<file path="src/rtl/em_pipe_reg_if.sv">
// Bundle of EX->MEM pipeline register signals: E-stage inputs, M-stage outputs,
// and the hazard-unit forwarding port. The pipeline register itself uses the slave modport.
interface em_pipe_reg_if #(
    parameter int DW = 32,
    parameter int RW = 5,
    parameter int TW = 2,
    parameter int CW = 16
);
    logic          stall;
    logic          flush;

    logic [DW-1:0] e_pc;
    logic [DW-1:0] e_instr;
    logic [DW-1:0] e_alu;
    logic [DW-1:0] e_md;
    logic [DW-1:0] e_rd2;
    logic [RW-1:0] e_a2;
    logic [RW-1:0] e_a3;
    logic          e_we;
    logic [1:0]    e_wdsel;
    logic [TW-1:0] e_tnew;

    logic [DW-1:0] m_pc;
    logic [DW-1:0] m_instr;
    logic [DW-1:0] m_alu;
    logic [DW-1:0] m_md;
    logic [DW-1:0] m_rd2;
    logic [RW-1:0] m_a2;
    logic [RW-1:0] m_a3;
    logic          m_we;
    logic [1:0]    m_wdsel;
    logic [TW-1:0] m_tnew;
    logic          m_valid;

    logic [DW-1:0] fwd_val;
    logic [RW-1:0] fwd_a3;
    logic          fwd_we;
    logic          fwd_ready;
    logic [CW-1:0] bubble_cnt;

    modport master (
        output stall, flush,
        output e_pc, e_instr, e_alu, e_md, e_rd2, e_a2, e_a3, e_we, e_wdsel, e_tnew,
        input  m_pc, m_instr, m_alu, m_md, m_rd2, m_a2, m_a3, m_we, m_wdsel, m_tnew, m_valid,
        input  fwd_val, fwd_a3, fwd_we, fwd_ready, bubble_cnt
    );

    modport slave (
        input  stall, flush,
        input  e_pc, e_instr, e_alu, e_md, e_rd2, e_a2, e_a3, e_we, e_wdsel, e_tnew,
        output m_pc, m_instr, m_alu, m_md, m_rd2, m_a2, m_a3, m_we, m_wdsel, m_tnew, m_valid,
        output fwd_val, fwd_a3, fwd_we, fwd_ready, bubble_cnt
    );
endinterface

</file>
<file path="src/rtl/em_pipe_reg.sv">
// EX->MEM pipeline register with stall/flush, valid tracking, Tnew countdown,
// a saturating bubble counter and a registered-side forwarding port for the hazard unit.
module em_pipe_reg #(
    parameter int DW      = 32,
    parameter int RW      = 5,
    parameter int TW      = 2,
    parameter int CW      = 16,
    parameter int KEEP_PC = 1
) (
    input logic          clk,
    input logic          reset,
    em_pipe_reg_if.slave bus
);

    localparam logic [1:0]    WDSEL_DM   = 2'b00;
    localparam logic [1:0]    WDSEL_ALU  = 2'b01;
    localparam logic [1:0]    WDSEL_PC8  = 2'b10;
    localparam logic [1:0]    WDSEL_MD   = 2'b11;
    localparam logic [CW-1:0] BUBBLE_MAX = '1;

    logic [DW-1:0] r_pc;
    logic [DW-1:0] r_instr;
    logic [DW-1:0] r_alu;
    logic [DW-1:0] r_md;
    logic [DW-1:0] r_rd2;
    logic [RW-1:0] r_a2;
    logic [RW-1:0] r_a3;
    logic          r_we;
    logic [1:0]    r_wdsel;
    logic [TW-1:0] r_tnew;
    logic          r_valid;
    logic [CW-1:0] r_bubbleCnt;

    logic [DW-1:0] w_fwdVal;
    logic          w_fwdWe;
    logic          w_fwdReady;

    always_ff @(posedge clk) begin
        if (reset) begin
            r_pc        <= '0;
            r_instr     <= '0;
            r_alu       <= '0;
            r_md        <= '0;
            r_rd2       <= '0;
            r_a2        <= '0;
            r_a3        <= '0;
            r_we        <= 1'b0;
            r_wdsel     <= '0;
            r_tnew      <= '0;
            r_valid     <= 1'b0;
            r_bubbleCnt <= '0;
        end else begin
            // Counts edges that leave a bubble behind, judged on the state before the edge.
            if (!r_valid && (r_bubbleCnt != BUBBLE_MAX)) begin
                r_bubbleCnt <= r_bubbleCnt + 1'b1;
            end

            if (bus.flush) begin
                r_pc    <= (KEEP_PC != 0) ? bus.e_pc : '0;
                r_instr <= '0;
                r_alu   <= '0;
                r_md    <= '0;
                r_rd2   <= '0;
                r_a2    <= '0;
                r_a3    <= '0;
                r_we    <= 1'b0;
                r_wdsel <= '0;
                r_tnew  <= '0;
                r_valid <= 1'b0;
            end else if (bus.stall) begin
                // Held instruction keeps maturing toward a forwardable result.
                if (r_tnew != '0) begin
                    r_tnew <= r_tnew - 1'b1;
                end
            end else begin
                r_pc    <= bus.e_pc;
                r_instr <= bus.e_instr;
                r_alu   <= bus.e_alu;
                r_md    <= bus.e_md;
                r_rd2   <= bus.e_rd2;
                r_a2    <= bus.e_a2;
                r_a3    <= bus.e_a3;
                r_we    <= bus.e_we;
                r_wdsel <= bus.e_wdsel;
                r_tnew  <= (bus.e_tnew == '0) ? '0 : bus.e_tnew - 1'b1;
                r_valid <= 1'b1;
            end
        end
    end

    // DM loads have no data yet in M, so that source forwards zero and is never ready.
    always_comb begin
        w_fwdVal = '0;
        case (r_wdsel)
            WDSEL_ALU: w_fwdVal = r_alu;
            WDSEL_MD:  w_fwdVal = r_md;
            WDSEL_PC8: w_fwdVal = r_pc + DW'(8);
            WDSEL_DM:  w_fwdVal = '0;
            default:   w_fwdVal = '0;
        endcase
    end

    assign w_fwdWe    = r_valid & r_we & (r_a3 != '0);
    assign w_fwdReady = w_fwdWe & (r_tnew == '0) & (r_wdsel != WDSEL_DM);

    assign bus.m_pc       = r_pc;
    assign bus.m_instr    = r_instr;
    assign bus.m_alu      = r_alu;
    assign bus.m_md       = r_md;
    assign bus.m_rd2      = r_rd2;
    assign bus.m_a2       = r_a2;
    assign bus.m_a3       = r_a3;
    assign bus.m_we       = r_we;
    assign bus.m_wdsel    = r_wdsel;
    assign bus.m_tnew     = r_tnew;
    assign bus.m_valid    = r_valid;
    assign bus.fwd_val    = w_fwdVal;
    assign bus.fwd_a3     = w_fwdWe ? r_a3 : '0;
    assign bus.fwd_we     = w_fwdWe;
    assign bus.fwd_ready  = w_fwdReady;
    assign bus.bubble_cnt = r_bubbleCnt;

endmodule

</file>
<file path="src/flat_wrapper.sv">
// flat-port wrapper written by rule: the top's interface ports become plain ports
module em_pipe_reg_flat 
#(
    parameter int DW      = 32,
    parameter int RW      = 5,
    parameter int TW      = 2,
    parameter int CW      = 16,
    parameter int KEEP_PC = 1
)
  (clk, reset, bus_stall, bus_flush, bus_e_pc, bus_e_instr, bus_e_alu, bus_e_md, bus_e_rd2, bus_e_a2, bus_e_a3, bus_e_we, bus_e_wdsel, bus_e_tnew, bus_m_pc, bus_m_instr, bus_m_alu, bus_m_md, bus_m_rd2, bus_m_a2, bus_m_a3, bus_m_we, bus_m_wdsel, bus_m_tnew, bus_m_valid, bus_fwd_val, bus_fwd_a3, bus_fwd_we, bus_fwd_ready, bus_bubble_cnt);
  em_pipe_reg_if #(.DW(DW), .RW(RW), .TW(TW), .CW(CW)) bus_i ();
  input logic clk;
  input logic reset;
  input wire logic [$bits(bus_i.stall)-1:0] bus_stall;
  input wire logic [$bits(bus_i.flush)-1:0] bus_flush;
  input wire logic [$bits(bus_i.e_pc)-1:0] bus_e_pc;
  input wire logic [$bits(bus_i.e_instr)-1:0] bus_e_instr;
  input wire logic [$bits(bus_i.e_alu)-1:0] bus_e_alu;
  input wire logic [$bits(bus_i.e_md)-1:0] bus_e_md;
  input wire logic [$bits(bus_i.e_rd2)-1:0] bus_e_rd2;
  input wire logic [$bits(bus_i.e_a2)-1:0] bus_e_a2;
  input wire logic [$bits(bus_i.e_a3)-1:0] bus_e_a3;
  input wire logic [$bits(bus_i.e_we)-1:0] bus_e_we;
  input wire logic [$bits(bus_i.e_wdsel)-1:0] bus_e_wdsel;
  input wire logic [$bits(bus_i.e_tnew)-1:0] bus_e_tnew;
  output wire logic [$bits(bus_i.m_pc)-1:0] bus_m_pc;
  output wire logic [$bits(bus_i.m_instr)-1:0] bus_m_instr;
  output wire logic [$bits(bus_i.m_alu)-1:0] bus_m_alu;
  output wire logic [$bits(bus_i.m_md)-1:0] bus_m_md;
  output wire logic [$bits(bus_i.m_rd2)-1:0] bus_m_rd2;
  output wire logic [$bits(bus_i.m_a2)-1:0] bus_m_a2;
  output wire logic [$bits(bus_i.m_a3)-1:0] bus_m_a3;
  output wire logic [$bits(bus_i.m_we)-1:0] bus_m_we;
  output wire logic [$bits(bus_i.m_wdsel)-1:0] bus_m_wdsel;
  output wire logic [$bits(bus_i.m_tnew)-1:0] bus_m_tnew;
  output wire logic [$bits(bus_i.m_valid)-1:0] bus_m_valid;
  output wire logic [$bits(bus_i.fwd_val)-1:0] bus_fwd_val;
  output wire logic [$bits(bus_i.fwd_a3)-1:0] bus_fwd_a3;
  output wire logic [$bits(bus_i.fwd_we)-1:0] bus_fwd_we;
  output wire logic [$bits(bus_i.fwd_ready)-1:0] bus_fwd_ready;
  output wire logic [$bits(bus_i.bubble_cnt)-1:0] bus_bubble_cnt;
  assign bus_i.stall = bus_stall;
  assign bus_i.flush = bus_flush;
  assign bus_i.e_pc = bus_e_pc;
  assign bus_i.e_instr = bus_e_instr;
  assign bus_i.e_alu = bus_e_alu;
  assign bus_i.e_md = bus_e_md;
  assign bus_i.e_rd2 = bus_e_rd2;
  assign bus_i.e_a2 = bus_e_a2;
  assign bus_i.e_a3 = bus_e_a3;
  assign bus_i.e_we = bus_e_we;
  assign bus_i.e_wdsel = bus_e_wdsel;
  assign bus_i.e_tnew = bus_e_tnew;
  assign bus_m_pc = bus_i.m_pc;
  assign bus_m_instr = bus_i.m_instr;
  assign bus_m_alu = bus_i.m_alu;
  assign bus_m_md = bus_i.m_md;
  assign bus_m_rd2 = bus_i.m_rd2;
  assign bus_m_a2 = bus_i.m_a2;
  assign bus_m_a3 = bus_i.m_a3;
  assign bus_m_we = bus_i.m_we;
  assign bus_m_wdsel = bus_i.m_wdsel;
  assign bus_m_tnew = bus_i.m_tnew;
  assign bus_m_valid = bus_i.m_valid;
  assign bus_fwd_val = bus_i.fwd_val;
  assign bus_fwd_a3 = bus_i.fwd_a3;
  assign bus_fwd_we = bus_i.fwd_we;
  assign bus_fwd_ready = bus_i.fwd_ready;
  assign bus_bubble_cnt = bus_i.bubble_cnt;
  em_pipe_reg #(.DW(DW), .RW(RW), .TW(TW), .CW(CW), .KEEP_PC(KEEP_PC)) u_core (.clk(clk), .reset(reset), .bus(bus_i));
endmodule
</file>
<file path="config.mk">
export PLATFORM = sky130hd
export DESIGN_NAME = em_pipe_reg_flat
export DESIGN_NICKNAME = d
export VERILOG_FILES = /design/src/rtl/em_pipe_reg_if.sv /design/src/rtl/em_pipe_reg.sv /design/src/flat_wrapper.sv
export SDC_FILE = /design/constraint.sdc
export NUM_CORES = 1
export LEC_CHECK = 0
export CORE_MARGIN = 8
export CORE_UTILIZATION = 41
export CTS_CLUSTER_DIAMETER = 80
export DETAILED_ROUTE_END_ITERATION = 10
export GPL_ROUTABILITY_DRIVEN = 0
export HOLD_SLACK_MARGIN = 0.12
export PLACE_DENSITY = 0.79
export SLEW_MARGIN = 15
export SYNTH_ARGS = -nofsm -noshare
export SYNTH_HDL_FRONTEND = slang
export SYNTH_SLANG_ARGS = --single-unit
</file>
<file path="constraint.sdc">
create_clock -name clk -period 2.6 [get_ports clk]
set_clock_uncertainty 0.15 [all_clocks]
set_input_delay 0.52 -clock clk [delete_from_list [all_inputs] [get_ports clk]]
set_output_delay 0.52 -clock clk [all_outputs]
set_load 0.005 [all_outputs]
</file>
After elaboration in Yosys (flattened, before gate mapping)
Index checks and enable logic that the tools add are counted.
{ "word_totals": {"input_bits": 179, "ff_bits": 192, "output_inout_bits": 231, "wordCells": 42} }
{ "op_classes": {"bitwise_logic": 4, "eq_ne": 6, "mux": 7, "reduce_logical": 9, "addsub": 4} }
{ "ops": {"columns": ["op", "n"], "rows": [
  ["32-bit one-hot mux with 4 select lines", 1],
  ["32-bit 2-to-1 mux", 2],
  ["32-bit by 4-bit adder with 32-bit output, second input constant", 1],
  ["16-bit by 1-bit adder with 16-bit output, second input constant", 1],
  ["16-bit inequality test, second input constant", 1],
  ["2-bit zero test", 3],
  ["2-bit 2-to-1 mux", 3],
  ["5-bit 2-to-1 mux", 1],
  ["5-bit nonzero test", 1],
  ["1-bit bitwise AND", 4],
  ["2-bit == test, second input constant", 2],
  ["2-bit by 1-bit inequality test with 1-bit output, second input constant", 2],
  ["2-bit nonzero test", 2],
  ["2-bit by 1-bit subtractor with 2-bit output, second input constant", 2],
  ["2-bit by 1-bit == test with 1-bit output, second input constant", 1],
  ["2-bit OR reduction", 1],
  ["1-bit logical AND", 1],
  ["1-bit zero test", 1]
]} }

Depth between registers and ports, before layout
{ "depth": {"word_depth": 4, "mapped_depth": 7, "depth_no_buf": 6} }

Least setup slack after synthesis
No wires, ideal clock.
{ "synth_path": {"path_kind": "reg-to-output", "startpoint": "register u_core.r_pc[3] (netlist: u_core.bus.m_pc[3])", "endpoint": "output bus_fwd_val[29]", "path_stages_with_launch": 7, "arrival_ns": 1.601, "setup_slack_ns": 0.329, "path_cell_list": "dfxtp_1 ha_1 nand3_2 nor4_4 nand3_1 xnor2_1 o21ai_0"} }
{ "synth_via": {"elab_chain_len": 2} }
{ "synth_rtl": {"columns": ["element", "line_no", "rtl"], "rows": [
  ["start: declaration", "em_pipe_reg.sv:21", "logic [DW-1:0] r_pc;"],
  ["start signal: assignment", "em_pipe_reg.sv:59", "r_pc <= (KEEP_PC != 0) ? bus.e_pc : '0;"],
  ["start signal: assignment", "em_pipe_reg.sv:76", "r_pc <= bus.e_pc;"],
  ["32-bit by 4-bit adder with 32-bit output", "em_pipe_reg.sv:97", "WDSEL_PC8: w_fwdVal = r_pc + DW'(8);"],
  ["32-bit one-hot mux with 4 select lines", "em_pipe_reg.sv:94", "case (r_wdsel)"],
  ["end: declaration", "flat_wrapper.sv:37", "output wire logic [$bits(bus_i.fwd_val)-1:0] bus_fwd_val;"]
]} }
No other way between the ends.

Worst setup path in the final report
{ "layout_path": {"startpoint": "register u_core.r_pc[3] (netlist: u_core.bus.m_pc[3])", "endpoint": "output bus_fwd_val[28]"} }
The elaborated chain is that of the path after synthesis.

==> results.cfg <==
[setup_path]
crit_path_end_kind = output port
crit_path_max_cell_delay_ns = 0.37
critical_path_arrival_ns = 2.08
cp.required_ns = 1.93
crit_slowest_cell = dfxtp_4
startpoint_type = flop
reg2regPathDepth = 6
critPathKind = reg -> out
crit_fanout = 4
crit_chain = buf_6 -> nand4_1 -> buf_6 -> nor4_4 -> buf_4 -> nand4_1 -> xor2_1 -> o21ai_2 -> buf_2

[power_and_ir_drop]
irDropWorstVdd_mv = 0.469
comb_power_share_pct = 15.9
power.density_nw_per_um2 = 495
clock_power_share_pct = 38.7
power_report.internal_total_mw = 5.19
cellLeakagePower_nw = 5.78
power.sequential.fraction_pct = 45.3
netSwitchingFraction_pct = 25.0
netSwitchingPower_mw = 1.73
power.total_mw = 6.92

[yosys]
synth_top_area_share_pct = 46.5
ys_seq_area_share_pct = 46.5
yosys_warnings = 0
postSynthNetCount = 1080
synth_largest_area_cell = dfxtp_1
postSynthRegisterBits = 192
synth_edf_count = 0
netlist-cell-type-count = 42
synth.top_cells.by_area = dfxtp_1, mux2i_1, nor2_1, nand2_1, a21oi_1
synthesis.area_per_instance_sq_um = 9.21
async_sr_flop_fraction_pct = 0
synth-main-ff-cell = dfxtp_1
syn-instance-count = 898
syn-cell-area_sq_um = 8270

[floorplan]
row_count = 52
core_region_area_sq_um = 20000
die_h_um = 158
die_w_um = 158
io_pins = 410
initial_core_util_pct = 41.3
die_area_sq_um = 25000

[route]
number_of_vias_per_cell_after_detailed_routing = 4.99
post_drt_wl_per_cell_um = 20.0
route.final.wire_length_um = 32700
drt-initial-drc-count = 473
route.vias.total = 8179
dr.pass1.iters = 4
detail_route.drc_violations = 0
ant_nets = 0

[clock_tree]
cts_buffer_depth = 2
cts_hold_repair.buffers = 0
clkLatencyLatePin_ns = 0.42
clock-sinks = 192
htree_num_levels = 4
clock_tree_from_tritoncts = yes
clk_root_buffer_cell = clkbuf_16
cts.clk_slew.worst_paths_ns = 0.07
tritoncts.num_buffers = 17

[global_route]
grt_antenna_before_repair = 2
grt_first_pass_wirelength_um = 47700
first_global_vias = 8172
grt_remaining_overflow = 0
grt_start_max_net_pins = 68
grtUsageTotal_pct = 25.1

[timing]
final.setup.tns_ns = -1.12
finalWorstSetupSlack_ns = -0.150
final.min_clock_period_ns = 2.75
worstMarginPinSlew_ns = 0.505
grt_setup_unrepaired = true
setup_violations = 15
achievable-frequency_mhz = 364
hold_slack_ns = 0.317
min_period_over_period_pct = 106
slew_margin_rel_pct = 66.3
timing_hold_violations_final = 0
timing.final.max_slew_violations = 0

[outcome]
violations = setup timing
outcome = finished with violations

[layout]
design.final.nets = 1534
drive_gt1_share_pct = 16.9
nFillCells = 1606
area.growth.synth_to_final_pct = 69.2

[placed_design]
port_buffers = 409
dpl.hpwl_um = 25300

[worst_hold_path]
worst_hold_depth = 2
hp-class = in -> reg

[job]
cap_violations = 0
[path summary, 6_finish.rpt]
check                                 from                  endpoint  slack, ns
setup reg to reg  u_core.bus.bubble_cnt[0]  u_core.bus.bubble_cnt[1]       0.68
setup / recovery        u_core.bus.m_pc[3]           bus_fwd_val[28]      -0.15
hold reg to reg         u_core.bus.m_pc[2]        u_core.bus.m_pc[2]       0.34
hold / removal                   bus_stall        u_core.bus.m_valid       0.32
[cells in the mapped netlist (3+ instances only)]
master and n:
a21oi_1 41, inv_1 5, nand2_1 105, and3_1 8, nor4_4 3, ha_1 3, nand4_1 9, a22o_1 12
nand2b_1 3, mux2i_1 143, xor2_1 18, mux2_2 18, nand4_2 3, xnor2_1 22, a22oi_1 6, and4_1 5
buf_2 18, nor3_1 5, dfxtp_1 192, nor2_1 169, o21ai_0 21, o21ai_1 3, clkbuf_1 37, nand3_1 13
o21ai_2 5, a211oi_1 6, buf_1 5
[cells by family (layout without fill, tap and decap cells)]
group / after synthesis / after routing / share of synthesized area (%)
compound gates: 96 / 96 / 7.04
xor+xnor: 40 / 40 / 4.24
fa+ha+maj: 3 / 3 / 0.454
buf+inv: 67 / 534 / 3.42
flops: 192 / 192 / 46.5
mux: 161 / 161 / 19.8
other cells: 0 / 3 / 0
simple gates: 339 / 339 / 18.6
[per-stage QoR]
step	instances	worst slack [ns]	cell area (sq um)	util, %
finish	1638	-0.150	14000	69.8
global route	1637	-0.248	14000	69.8
CTS	1631	-0.158	13900	69.2
global placement	1578	-0.151	13000	64.9
floorplan	898	0.329	8270	-
detailed placement	1578	-0.201	13000	64.9
[metal layers]
| layer | wire length, um | vias to the layer above | GRT usage, % |
|---|---|---|---|
| li1 | - | 3951 | - |
| met1 | 12800 | 3826 | 28.5 |
| met3 | 2670 | 79 | 7.64 |
| met4 | 1540 | 0 | 13.3 |
| met2 | 15700 | 323 | 41.8 |
| met5 | 0 | - | 0 |
[cells in the final DEF (no fill, tap or decap), drive strengths merged, types with 3 or more instances in the layout]
cell,n
mux2i,143
clkbuf,22
nand2b,3
nand2,105
a21oi,41
clkdlybuf4s50,375
nor3,5
and4,6
nand3,14
nor2,169
xnor2,22
nor4,4
a22oi,6
a22o,12
buf,111
clkinvlp,3
inv,11
dlygate4sd2,7
mux2,18
nand4,13
and3,9
dfxtp,192
a211oi,6
diode,3
ha,3
xor2,18
o21ai,29
[registers in the layout (all words and copies together) (netlist names)]
register	flops
u_core.bus.m_wdsel	2
u_core.bus.m_md	32
u_core.bus.m_alu	32
u_core.bus.m_valid	1
u_core.bus.m_instr	32
u_core.bus.m_rd2	32
u_core.bus.m_we	1
u_core.bus.m_tnew	2
u_core.bus.m_a2	5
u_core.bus.m_a3	5
u_core.bus.bubble_cnt	16
u_core.bus.m_pc	32
[area by class of cell]
class | count | area [sq um] | share of cell area, %
Antenna cell | 3 | 7.51 | 0.0537
Clock buffer | 20 | 447 | 3.19
Clock inverter | 12 | 145 | 1.04
Inverter | 5 | 18.8 | 0.134
Multi-Input combinational cell | 639 | 4370 | 31.3
Sequential cell | 192 | 3890 | 27.8
Tap cell | 270 | 338 | 2.41
Timing Repair Buffer | 497 | 4770 | 34.1
[critical path: cells and delay by family, from the launching register on]
| family | cells | cell delay (ns) |
|---|---|---|
| flip-flops | 1 | 0.37 |
| buffers and inverters | 4 | 0.55 |
| XOR/XNOR | 1 | 0.18 |
| AO/OA/AOI/OAI | 1 | 0.10 |
| AND/OR/NAND/NOR | 3 | 0.45 |
[what timing repair did]
item | in CTS | in global routing
setup endpoints to repair | 33 | 27
gates resized for setup | 171 | 31
cloned | 0 | 0
buffers inserted | 21 | 4
pin swaps | 34 | 30
hold endpoints to repair | 0 | 0
[power groups by stage]
stage | clock (mW) | combinational (mW) | sequential, mW
after floorplan | 0 | 0.368 | 3.21
after global placement | 0 | 1.05 | 3.20
after detailed placement | 0 | 1.07 | 3.21
after CTS | 2.73 | 1.10 | 3.14
after global routing | 2.85 | 1.18 | 3.15
final | 2.68 | 1.10 | 3.14
Note: power is estimated with default switching activity, not from simulation.
